File: src/rtl/stream_pkg.sv
// stream_pkg: shared types and constants for the stream mux family.
//   state_t      - packet lock FSM encoding
//   SRC_0/SRC_1  - source index constants, also the select_o encoding
package stream_pkg;

  typedef enum logic [1:0] {
    IDLE   = 2'd0,
    LOCK_0 = 2'd1,
    LOCK_1 = 2'd2
  } state_t;

  localparam logic SRC_0 = 1'b0;
  localparam logic SRC_1 = 1'b1;

endpackage

File: src/rtl/stream_mux_2_if.sv
// stream_mux_2_if: bundles the two source streams and the merged sink stream.
//   slave  - the mux side (sources in, sink out)
//   master - the producer/consumer side (drives sources, receives sink)
interface stream_mux_2_if #(
  parameter int DATA_WIDTH = 8
);
  logic [DATA_WIDTH-1:0] data_0_i;
  logic                  valid_0_i;
  logic                  last_0_i;
  logic                  ready_0_o;
  logic [DATA_WIDTH-1:0] data_1_i;
  logic                  valid_1_i;
  logic                  last_1_i;
  logic                  ready_1_o;
  logic [DATA_WIDTH-1:0] data_o;
  logic                  valid_o;
  logic                  last_o;
  logic                  select_o;
  logic                  ready_i;

  modport slave (
    input  data_0_i, valid_0_i, last_0_i,
    input  data_1_i, valid_1_i, last_1_i,
    input  ready_i,
    output ready_0_o, ready_1_o,
    output data_o, valid_o, last_o, select_o
  );

  modport master (
    output data_0_i, valid_0_i, last_0_i,
    output data_1_i, valid_1_i, last_1_i,
    output ready_i,
    input  ready_0_o, ready_1_o,
    input  data_o, valid_o, last_o, select_o
  );
endinterface

File: src/rtl/rr_arbiter_2.sv
// rr_arbiter_2: two-requester round-robin arbiter.
//   clk, rst - clock, synchronous active-high reset (prio back to SRC_0)
//   req      - request vector, bit x = requester x
//   upd      - advance the priority pointer past the current grant
//   gnt_vld  - some requester is granted
//   gnt      - index of the granted requester
module rr_arbiter_2
  import stream_pkg::*;
(
  input  logic       clk,
  input  logic       rst,
  input  logic [1:0] req,
  input  logic       upd,
  output logic       gnt_vld,
  output logic       gnt
);

  logic prio;

  always_comb begin
    gnt_vld = |req;
    gnt     = SRC_0;
    if (&req)       gnt = prio;
    else if (req[1]) gnt = SRC_1;
  end

  // The winner drops to lowest priority once its grant is released.
  always_ff @(posedge clk) begin
    if (rst)      prio <= SRC_0;
    else if (upd) prio <= ~gnt;
  end

endmodule

File: src/rtl/stream_mux_2.sv
// stream_mux_2: 2-to-1 valid/ready stream merger with a registered output.
//   clk_i    - clock
//   s_rst_i  - synchronous active-high reset
//   bus      - two source streams in, merged stream out (select_o = source)
// PKT_MODE=1 holds the grant from the first beat through the last beat of a
// packet; PKT_MODE=0 re-arbitrates on every beat.
module stream_mux_2
  import stream_pkg::*;
#(
  parameter int DATA_WIDTH = 8,
  parameter int PKT_MODE   = 1
) (
  input  logic           clk_i,
  input  logic           s_rst_i,
  stream_mux_2_if.slave  bus
);

  state_t                state, state_nxt;
  logic                  load, xfer, rel;
  logic [1:0]            req;
  logic                  gnt_vld, gnt;
  logic [DATA_WIDTH-1:0] data_g;
  logic                  last_g;

  // Output stage can take a beat when empty or being drained this cycle.
  assign load = ~bus.valid_o | bus.ready_i;

  // A lock masks the other source out of arbitration entirely.
  always_comb begin
    req = {bus.valid_1_i, bus.valid_0_i};
    case (state)
      LOCK_0:  req[1] = 1'b0;
      LOCK_1:  req[0] = 1'b0;
      default: ;
    endcase
  end

  rr_arbiter_2 u_arb (
    .clk     (clk_i),
    .rst     (s_rst_i),
    .req     (req),
    .upd     (rel),
    .gnt_vld (gnt_vld),
    .gnt     (gnt)
  );

  // A grant implies the granted source is valid, so grant & load is a transfer.
  assign xfer   = load & gnt_vld & ~s_rst_i;
  assign data_g = (gnt == SRC_1) ? bus.data_1_i : bus.data_0_i;
  assign last_g = (gnt == SRC_1) ? bus.last_1_i : bus.last_0_i;
  assign rel    = xfer & ((PKT_MODE == 0) | last_g);

  assign bus.ready_0_o = xfer & (gnt == SRC_0);
  assign bus.ready_1_o = xfer & (gnt == SRC_1);

  always_ff @(posedge clk_i) begin
    if (s_rst_i) state <= IDLE;
    else         state <= state_nxt;
  end

  // Single-beat packets never leave IDLE.
  always_comb begin
    state_nxt = state;
    if ((PKT_MODE != 0) && xfer) begin
      case (state)
        IDLE:           if (!last_g) state_nxt = (gnt == SRC_1) ? LOCK_1 : LOCK_0;
        LOCK_0, LOCK_1: if (last_g)  state_nxt = IDLE;
        default:        state_nxt = IDLE;
      endcase
    end
  end

  // Idle cycles clear valid but keep the last beat's payload visible.
  always_ff @(posedge clk_i) begin
    if (s_rst_i) begin
      bus.data_o   <= '0;
      bus.valid_o  <= 1'b0;
      bus.last_o   <= 1'b0;
      bus.select_o <= SRC_0;
    end else if (load) begin
      if (xfer) begin
        bus.data_o   <= data_g;
        bus.valid_o  <= 1'b1;
        bus.last_o   <= last_g;
        bus.select_o <= gnt;
      end else begin
        bus.valid_o  <= 1'b0;
      end
    end
  end

endmodule

File: src/flat_wrapper.sv
// flat-port wrapper written by rule: the top's interface ports become plain ports
module stream_mux_2_flat import stream_pkg::*;
#(
  parameter int DATA_WIDTH = 8,
  parameter int PKT_MODE   = 1
)
  (clk_i, s_rst_i, bus_data_0_i, bus_valid_0_i, bus_last_0_i, bus_data_1_i, bus_valid_1_i, bus_last_1_i, bus_ready_i, bus_ready_0_o, bus_ready_1_o, bus_data_o, bus_valid_o, bus_last_o, bus_select_o);
  stream_mux_2_if #(.DATA_WIDTH(DATA_WIDTH)) bus_i ();
  input  logic clk_i;
  input  logic s_rst_i;
  input wire logic [$bits(bus_i.data_0_i)-1:0] bus_data_0_i;
  input wire logic [$bits(bus_i.valid_0_i)-1:0] bus_valid_0_i;
  input wire logic [$bits(bus_i.last_0_i)-1:0] bus_last_0_i;
  input wire logic [$bits(bus_i.data_1_i)-1:0] bus_data_1_i;
  input wire logic [$bits(bus_i.valid_1_i)-1:0] bus_valid_1_i;
  input wire logic [$bits(bus_i.last_1_i)-1:0] bus_last_1_i;
  input wire logic [$bits(bus_i.ready_i)-1:0] bus_ready_i;
  output wire logic [$bits(bus_i.ready_0_o)-1:0] bus_ready_0_o;
  output wire logic [$bits(bus_i.ready_1_o)-1:0] bus_ready_1_o;
  output wire logic [$bits(bus_i.data_o)-1:0] bus_data_o;
  output wire logic [$bits(bus_i.valid_o)-1:0] bus_valid_o;
  output wire logic [$bits(bus_i.last_o)-1:0] bus_last_o;
  output wire logic [$bits(bus_i.select_o)-1:0] bus_select_o;
  assign bus_i.data_0_i = bus_data_0_i;
  assign bus_i.valid_0_i = bus_valid_0_i;
  assign bus_i.last_0_i = bus_last_0_i;
  assign bus_i.data_1_i = bus_data_1_i;
  assign bus_i.valid_1_i = bus_valid_1_i;
  assign bus_i.last_1_i = bus_last_1_i;
  assign bus_i.ready_i = bus_ready_i;
  assign bus_ready_0_o = bus_i.ready_0_o;
  assign bus_ready_1_o = bus_i.ready_1_o;
  assign bus_data_o = bus_i.data_o;
  assign bus_valid_o = bus_i.valid_o;
  assign bus_last_o = bus_i.last_o;
  assign bus_select_o = bus_i.select_o;
  stream_mux_2 #(.DATA_WIDTH(DATA_WIDTH), .PKT_MODE(PKT_MODE)) u_core (.clk_i(clk_i), .s_rst_i(s_rst_i), .bus(bus_i));
endmodule
File: config.mk
export PLATFORM = sky130hd
export DESIGN_NAME = stream_mux_2_flat
export DESIGN_NICKNAME = d
export VERILOG_FILES = /design/src/rtl/stream_pkg.sv /design/src/rtl/stream_mux_2_if.sv /design/src/rtl/rr_arbiter_2.sv /design/src/rtl/stream_mux_2.sv /design/src/flat_wrapper.sv
export SDC_FILE = /design/constraint.sdc
export NUM_CORES = 1
export LEC_CHECK = 0
export ABC_AREA = 0
export BUFFER_PORTS_ARGS = -buffer_cell sky130_fd_sc_hd__buf_4
export CAP_MARGIN = 20
export CORE_AREA = 2 2 42 44
export CTS_BUF_LIST = sky130_fd_sc_hd__clkbuf_4
export DETAILED_ROUTE_END_ITERATION = 7
export DIE_AREA = 0 0 44 46
export GPL_ROUTABILITY_DRIVEN = 0
export GPL_TIMING_DRIVEN = 0
export HOLD_SLACK_MARGIN = 0.15
export PLACE_DENSITY = 0.77
export SLEW_MARGIN = 0
export SYNTH_ARGS = -nofsm -noshare
export SYNTH_HDL_FRONTEND = slang
export SYNTH_SLANG_ARGS = --single-unit
File: constraint.sdc
create_clock -name clk_i -period 4.01 [get_ports clk_i]
set_input_delay 0.802 -clock clk_i [delete_from_list [all_inputs] [get_ports clk_i]]
set_output_delay 0.802 -clock clk_i [all_outputs]
set_load 0.005 [all_outputs]
## Yosys cells after proc, flatten, opt, wreduce, memory -nomap -nowiden

Cells that the tools add are included.

| cells by class | value |
|---|---|
| equality and inequality tests | 4 |
| mux-type cells | 11 |
| bitwise gates (word level) | 9 |
| reduce and logical (&&, ||, !) cells | 6 |

Operators with widths:

| operator | count |
|---|---|
| $mux 8 | 1 |
| $mux 1 | 6 |
| $mux 2 | 3 |
| $and 1x1->1 | 5 |
| $pmux 2 s2 | 1 |
| $reduce_and 2->1 | 2 |
| $reduce_or 2->1 | 2 |
| $not 1->1 | 3 |
| $reduce_and 3->1 | 1 |
| $eq 2x1->1 const B | 1 |
| $eq 2x2->1 const B | 1 |
| $logic_not 2->1 | 1 |
| $ne 2x1->1 const B | 1 |
| $ne 2x2->1 const B | 1 |
| $or 1x1->1 | 1 |

| storage, ports and cells | value |
|---|---|
| register bits | 14 |
| input port bits | 23 |
| output and inout bits | 13 |

## Depth between registers and ports, before layout

| logic depth | value |
|---|---|
| word-level depth | 7 |
| mapped depth | 8 |
| mapped depth without buffers | 7 |

## Hierarchy

Synthesis repeated with hierarchy kept, for this count alone.

| second synthesis, totals | value |
|---|---|
| cells, all modules | 85 |
| area, all modules | 804.5 sq um |

By module, submodules not included:

| module | instances | cells each | area each (sq um) | sequential area each (sq um) |
|---|---|---|---|---|
| stream_mux_2 | 1 | 79 | 738.2 | 260.2 |
| rr_arbiter_2 | 1 | 6 | 66.3 | 20.0 |

## Worst setup path after synthesis

No wires, ideal clock.

| path | value |
|---|---|
| path type | input to output |
| from | input bus_valid_1_i |
| to | output bus_ready_1_o |
| arrival | 1490 ps |
| required time | 3208 ps |
| setup slack | 1718 ps |
| cell stages on the path | 4 |
| cell sequence | nand2b_4 o21ba_4 buf_2 and2_1 |

| on the way | value |
|---|---|
| cells in the longest elaborated chain, start to end | 5 |
| elaborated cells between the ends (all ways) | 8 |

RTL lines:

| item | RTL line | RTL |
|---|---|---|
| start, declared | flat_wrapper.sv:15 | `input wire logic [$bits(bus_i.valid_1_i)-1:0] bus_valid_1_i;` |
| $mux 1 * | stream_mux_2.sv:31 | `case (state)` |
| $reduce_or 2->1 | rr_arbiter_2.sv:21 | `gnt_vld = \|req;` |
| $and 1x1->1 (2 in a row) | stream_mux_2.sv:48 | `assign xfer = load & gnt_vld & ~s_rst_i;` |
| $and 1x1->1 * | stream_mux_2.sv:54 | `assign bus.ready_1_o = xfer & (gnt == SRC_1);` |
| end, declared | flat_wrapper.sv:19 | `output wire logic [$bits(bus_i.ready_1_o)-1:0] bus_ready_1_o;` |

Mark *: on every way between the ends. The rest lies on a longest branch, timed or not.

## Worst setup path in the final report

| path | value |
|---|---|
| from | register u_core.state[1] |
| to | output bus_ready_1_o |

| on the way | value |
|---|---|
| cells in the longest elaborated chain, start to end | 6 |
| elaborated cells between the ends (all ways) | 11 |

RTL lines:

| item | RTL line | RTL |
|---|---|---|
| start, declared | stream_mux_2.sv:18 | `state_t state, state_nxt;` |
| start signal, assigned | stream_mux_2.sv:58 | `else state <= state_nxt;` |
| $eq 2x2->1 or $eq 2x1->1 (tied branches) | stream_mux_2.sv:31 |  |
| $mux 1 | stream_mux_2.sv:31 |  |
| $reduce_or 2->1 | rr_arbiter_2.sv:21 |  |
| $and 1x1->1 (2 in a row) | stream_mux_2.sv:48 |  |
| $and 1x1->1 * | stream_mux_2.sv:54 |  |

Marks and branches as above.

==> Flow_metrics.wiki <==
{| class="wikitable"
! Metric !! Value
|-
| Via count of the first global-routing pass || 645
|-
| Critical-path maximum fanout || 10
|-
| Antenna violations before repair || 0
|-
| Hold Buf Count CTS || 0
|-
| Area post-placement || 1010 µm²
|-
| Min cycle time layout || 2650 ps
|-
| Number of clock buffers inserted by TritonCTS || 3
|-
| Overflow after GRT || 0
|-
| Netlist cell types || 21
|-
| Setup Buffers After CTS || 0
|-
| Die boundary height || 46 µm
|-
| Number of failing hold endpoints at the final stage || 0
|-
| Sequential standard cell area || 280 µm²
|-
| Cell depth of the worst flop-to-flop path || 7
|-
| Post-detail-place hpwl || 1300 µm
|-
| Drt first pass iters || 4
|-
| Share of the clock period used by the worst path after layout || 66.1%
|-
| Skew-Pair Late Insertion Delay || 280 ps
|-
| Clock tree from TritonCTS || yes
|-
| EDFF count, synth || 0
|-
| Clock-pin slew of the registers on the worst-case setup and hold paths || 90 ps
|-
| Boundary pin count || 36
|-
| Area used by multi-input combinational logic || 409 µm²
|-
| DRT iter0 DRCs || 3
|-
| Count of state elements after synthesis || 14
|-
| Chip Width || 44 µm
|-
| Top post-synthesis cells by area || sky130_fd_sc_hd__dfxtp_1 39%, sky130_fd_sc_hd__mux2i_1 14%, sky130_fd_sc_hd__a211oi_1 9.3%
|-
| Worst Setup Start Kind || register
|-
| Peak supply drop || 0.000248 V
|-
| Clock skew || 11.4 ps
|-
| Synthesized area divided by synthesized cell count || 9.66 µm²
|-
| Sinks on the clock net || 14
|-
| Final nets || 141
|-
| Total global-route track usage || 16.8%
|-
| Post-Synthesis Cells || 75
|-
| Hold Worst Slack || 507 ps
|-
| Core Region || 1610 µm²
|-
| Yosys warning count || 0
|-
| Most area-hungry cell type in the Yosys netlist || sky130_fd_sc_hd__dfxtp_1
|-
| Number of H-tree levels || 1
|-
| Avg WL per Cell || 12.4 µm
|-
| Placed Instances || 127
|-
| RSZ-0062 raised after global routing || false
|-
| Root buffer cell || sky130_fd_sc_hd__clkbuf_4
|-
| Sequential-to-total area share from yosys stat || 38.7%
|-
| First-pass GRT wire length || 2580 µm
|-
| Worst hold-check path type || reg -> reg
|-
| Most numerous cell in the Yosys netlist || sky130_fd_sc_hd__dfxtp_1
|-
| Share of the synthesized area in the top cell type || 38.7%
|-
| Mapped Nets || 101
|-
| Setup slack of the critical path after layout || 1360 ps
|-
| Worst hold stages || 2
|-
| Async SR Flop Fraction || 0%
|-
| Synth top cells by count || 14 x sky130_fd_sc_hd__dfxtp_1, 13 x sky130_fd_sc_hd__nor2_1, 10 x sky130_fd_sc_hd__mux2i_1
|-
| Required @ worst endpoint || 3210 ps
|-
| Final Routed Wirelength || 1620 µm
|-
| Total count of max-transition violations in the final report || 0
|-
| Area added between synthesis and finish || 42.8%
|-
| Fmax || 377 MHz
|-
| Status || complete, no violations
|-
| Final-layout setup total negative slack || 0 ps
|-
| Antenna cells || 0
|-
| Count of vias placed by the detailed router || 688
|-
| Kind of critical path || reg -> out
|-
| Remaining max-slew budget at the tightest pin || 69.8%
|-
| Number of vias per cell || 5.25
|-
| Maximum number of pins on one net before global-route repair || 11
|-
| Post-Syn Area || 724 µm²
|-
| Post-detailed-route count of antenna-violating nets || 0
|-
| # setup viols final || 0
|-
| Resized Gates After CTS || 0
|-
| Post-detailed-route DRC marker count || 0
|-
| Finished Layout Cells || 131
|-
| Data arrival at the endpoint of the critical path || 1850 ps
|-
| Max-Cap Viols || 0
|-
| Total non-filler cell area in the finished layout || 1030 µm²
|-
| FP Rows || 15
|-
| Input/output buffers || 35
|-
| Die footprint || 2020 µm²
|-
| Final-layout fill cell count || 154
|-
| Effective utilization at floorplan || 44.9%
|-
| Least-Margin Pin Slew || 453 ps
|-
| Ratio of cells with drive above 1 in the final layout || 40.4%
|-
| Cell leakage power || 0.000476 µW
|-
| Maximum clock insertion buffer count || 2
|-
| Critical Path Sink Type || primary output
|-
| Setup slack after placement || 1410 ps
|-
| Power density over cell area || 348 nW/µm²
|-
| Synth Flop Type || sky130_fd_sc_hd__dfxtp_1
|}
layer usage:
layer,up-vias,global-route usage [%],wire length (µm)
met1,326,20.7,675
met5,-,0,0
li1,339,-,-
met3,2,3.57,91
met2,21,29.4,847
met4,0,4.85,5
metrics by stage:
step | total power [µW] | utilization [%]
final | 360 | 64.1
after global routing | 383 | 64.1
after CTS | 363 | 64.1
after detailed placement | 283 | 62.5
after global placement | 279 | 62.5
after floorplan | 233 | -
cell families after synthesis:
logic type               count (synthesis)  synth area share, %
buffers and inverters                    7                 4.83
AO/OA/AOI/OAI                           16                 18.5
adder cells (fa/ha/maj)                  3                 5.18
multiplexers                            11                 15.9
flip-flops                              14                 38.7
AND/OR/NAND/NOR                         24                 16.9
area by class of cell:
cell class	count	share of cell area [%]
Timing Repair Buffer	35	25.4
Tap cell	17	2.06
Inverter	3	1.09
Clock buffer	3	2.18
Multi-Input combinational cell	54	39.5
Sequential cell	14	27.1
Clock inverter	1	0.363
Buffer	4	2.30
worst max-delay path: stages, from the launching register on:
cell and delay [ps]:
sky130_fd_sc_hd__dfxtp_1 330, sky130_fd_sc_hd__inv_1 70, sky130_fd_sc_hd__ha_1 180, sky130_fd_sc_hd__nand2b_4 140
sky130_fd_sc_hd__o21ba_4 250, sky130_fd_sc_hd__buf_2 270, sky130_fd_sc_hd__and2_1 210, sky130_fd_sc_hd__buf_4 120
flip-flops by register name, indices dropped and copies added (netlist names):
signal and count:
u_core.u_arb.prio 1, u_core.bus.last_o 1, u_core.bus.select_o 1, u_core.bus.data_o 8, u_core.bus.valid_o 1, u_core.state 2
cells in the final DEF, fill, tap and decap left out:
master	netlist	routed
sky130_fd_sc_hd__a31oi_1	1	1
sky130_fd_sc_hd__a2bb2oi_1	1	1
sky130_fd_sc_hd__a221oi_2	1	1
sky130_fd_sc_hd__ha_1	3	3
sky130_fd_sc_hd__nor2_1	13	13
sky130_fd_sc_hd__a21oi_1	1	1
sky130_fd_sc_hd__clkinv_1	0	1
sky130_fd_sc_hd__mux2i_1	10	10
sky130_fd_sc_hd__nand2b_4	2	2
sky130_fd_sc_hd__buf_2	1	1
sky130_fd_sc_hd__o31ai_1	2	2
sky130_fd_sc_hd__clkbuf_1	1	1
sky130_fd_sc_hd__dfxtp_1	14	14
sky130_fd_sc_hd__inv_1	3	3
sky130_fd_sc_hd__clkbuf_4	0	3
sky130_fd_sc_hd__nand2_1	4	4
sky130_fd_sc_hd__mux2_4	1	1
sky130_fd_sc_hd__buf_4	2	37
sky130_fd_sc_hd__o21ba_4	1	1
sky130_fd_sc_hd__and2_1	1	1
sky130_fd_sc_hd__nand2b_1	1	1
sky130_fd_sc_hd__nor2b_1	3	3
sky130_fd_sc_hd__a211oi_1	9	9
where the power goes:
part	internal (µW)	switching, µW	leakage, µW
combinational	66.1	50.2	0.000345
sequential	154	8.35	0.000116
clock	36.0	45.6	0.0000154
worst paths after layout:
kind	slack, ps	start	to
hold reg to reg	510	u_core.bus.data_o[0]$_SDFFE_PP0P_	u_core.bus.data_o[0]$_SDFFE_PP0P_
setup reg to reg	2110	u_core.state[1]$_SDFFE_PP0P_	u_core.state[1]$_SDFFE_PP0P_
hold / removal	510	u_core.bus.data_o[0]$_SDFFE_PP0P_	u_core.bus.data_o[0]$_SDFFE_PP0P_
setup / recovery	1360	u_core.state[1]$_SDFFE_PP0P_	bus_ready_1_o
(Power assumes the default switching activity.)
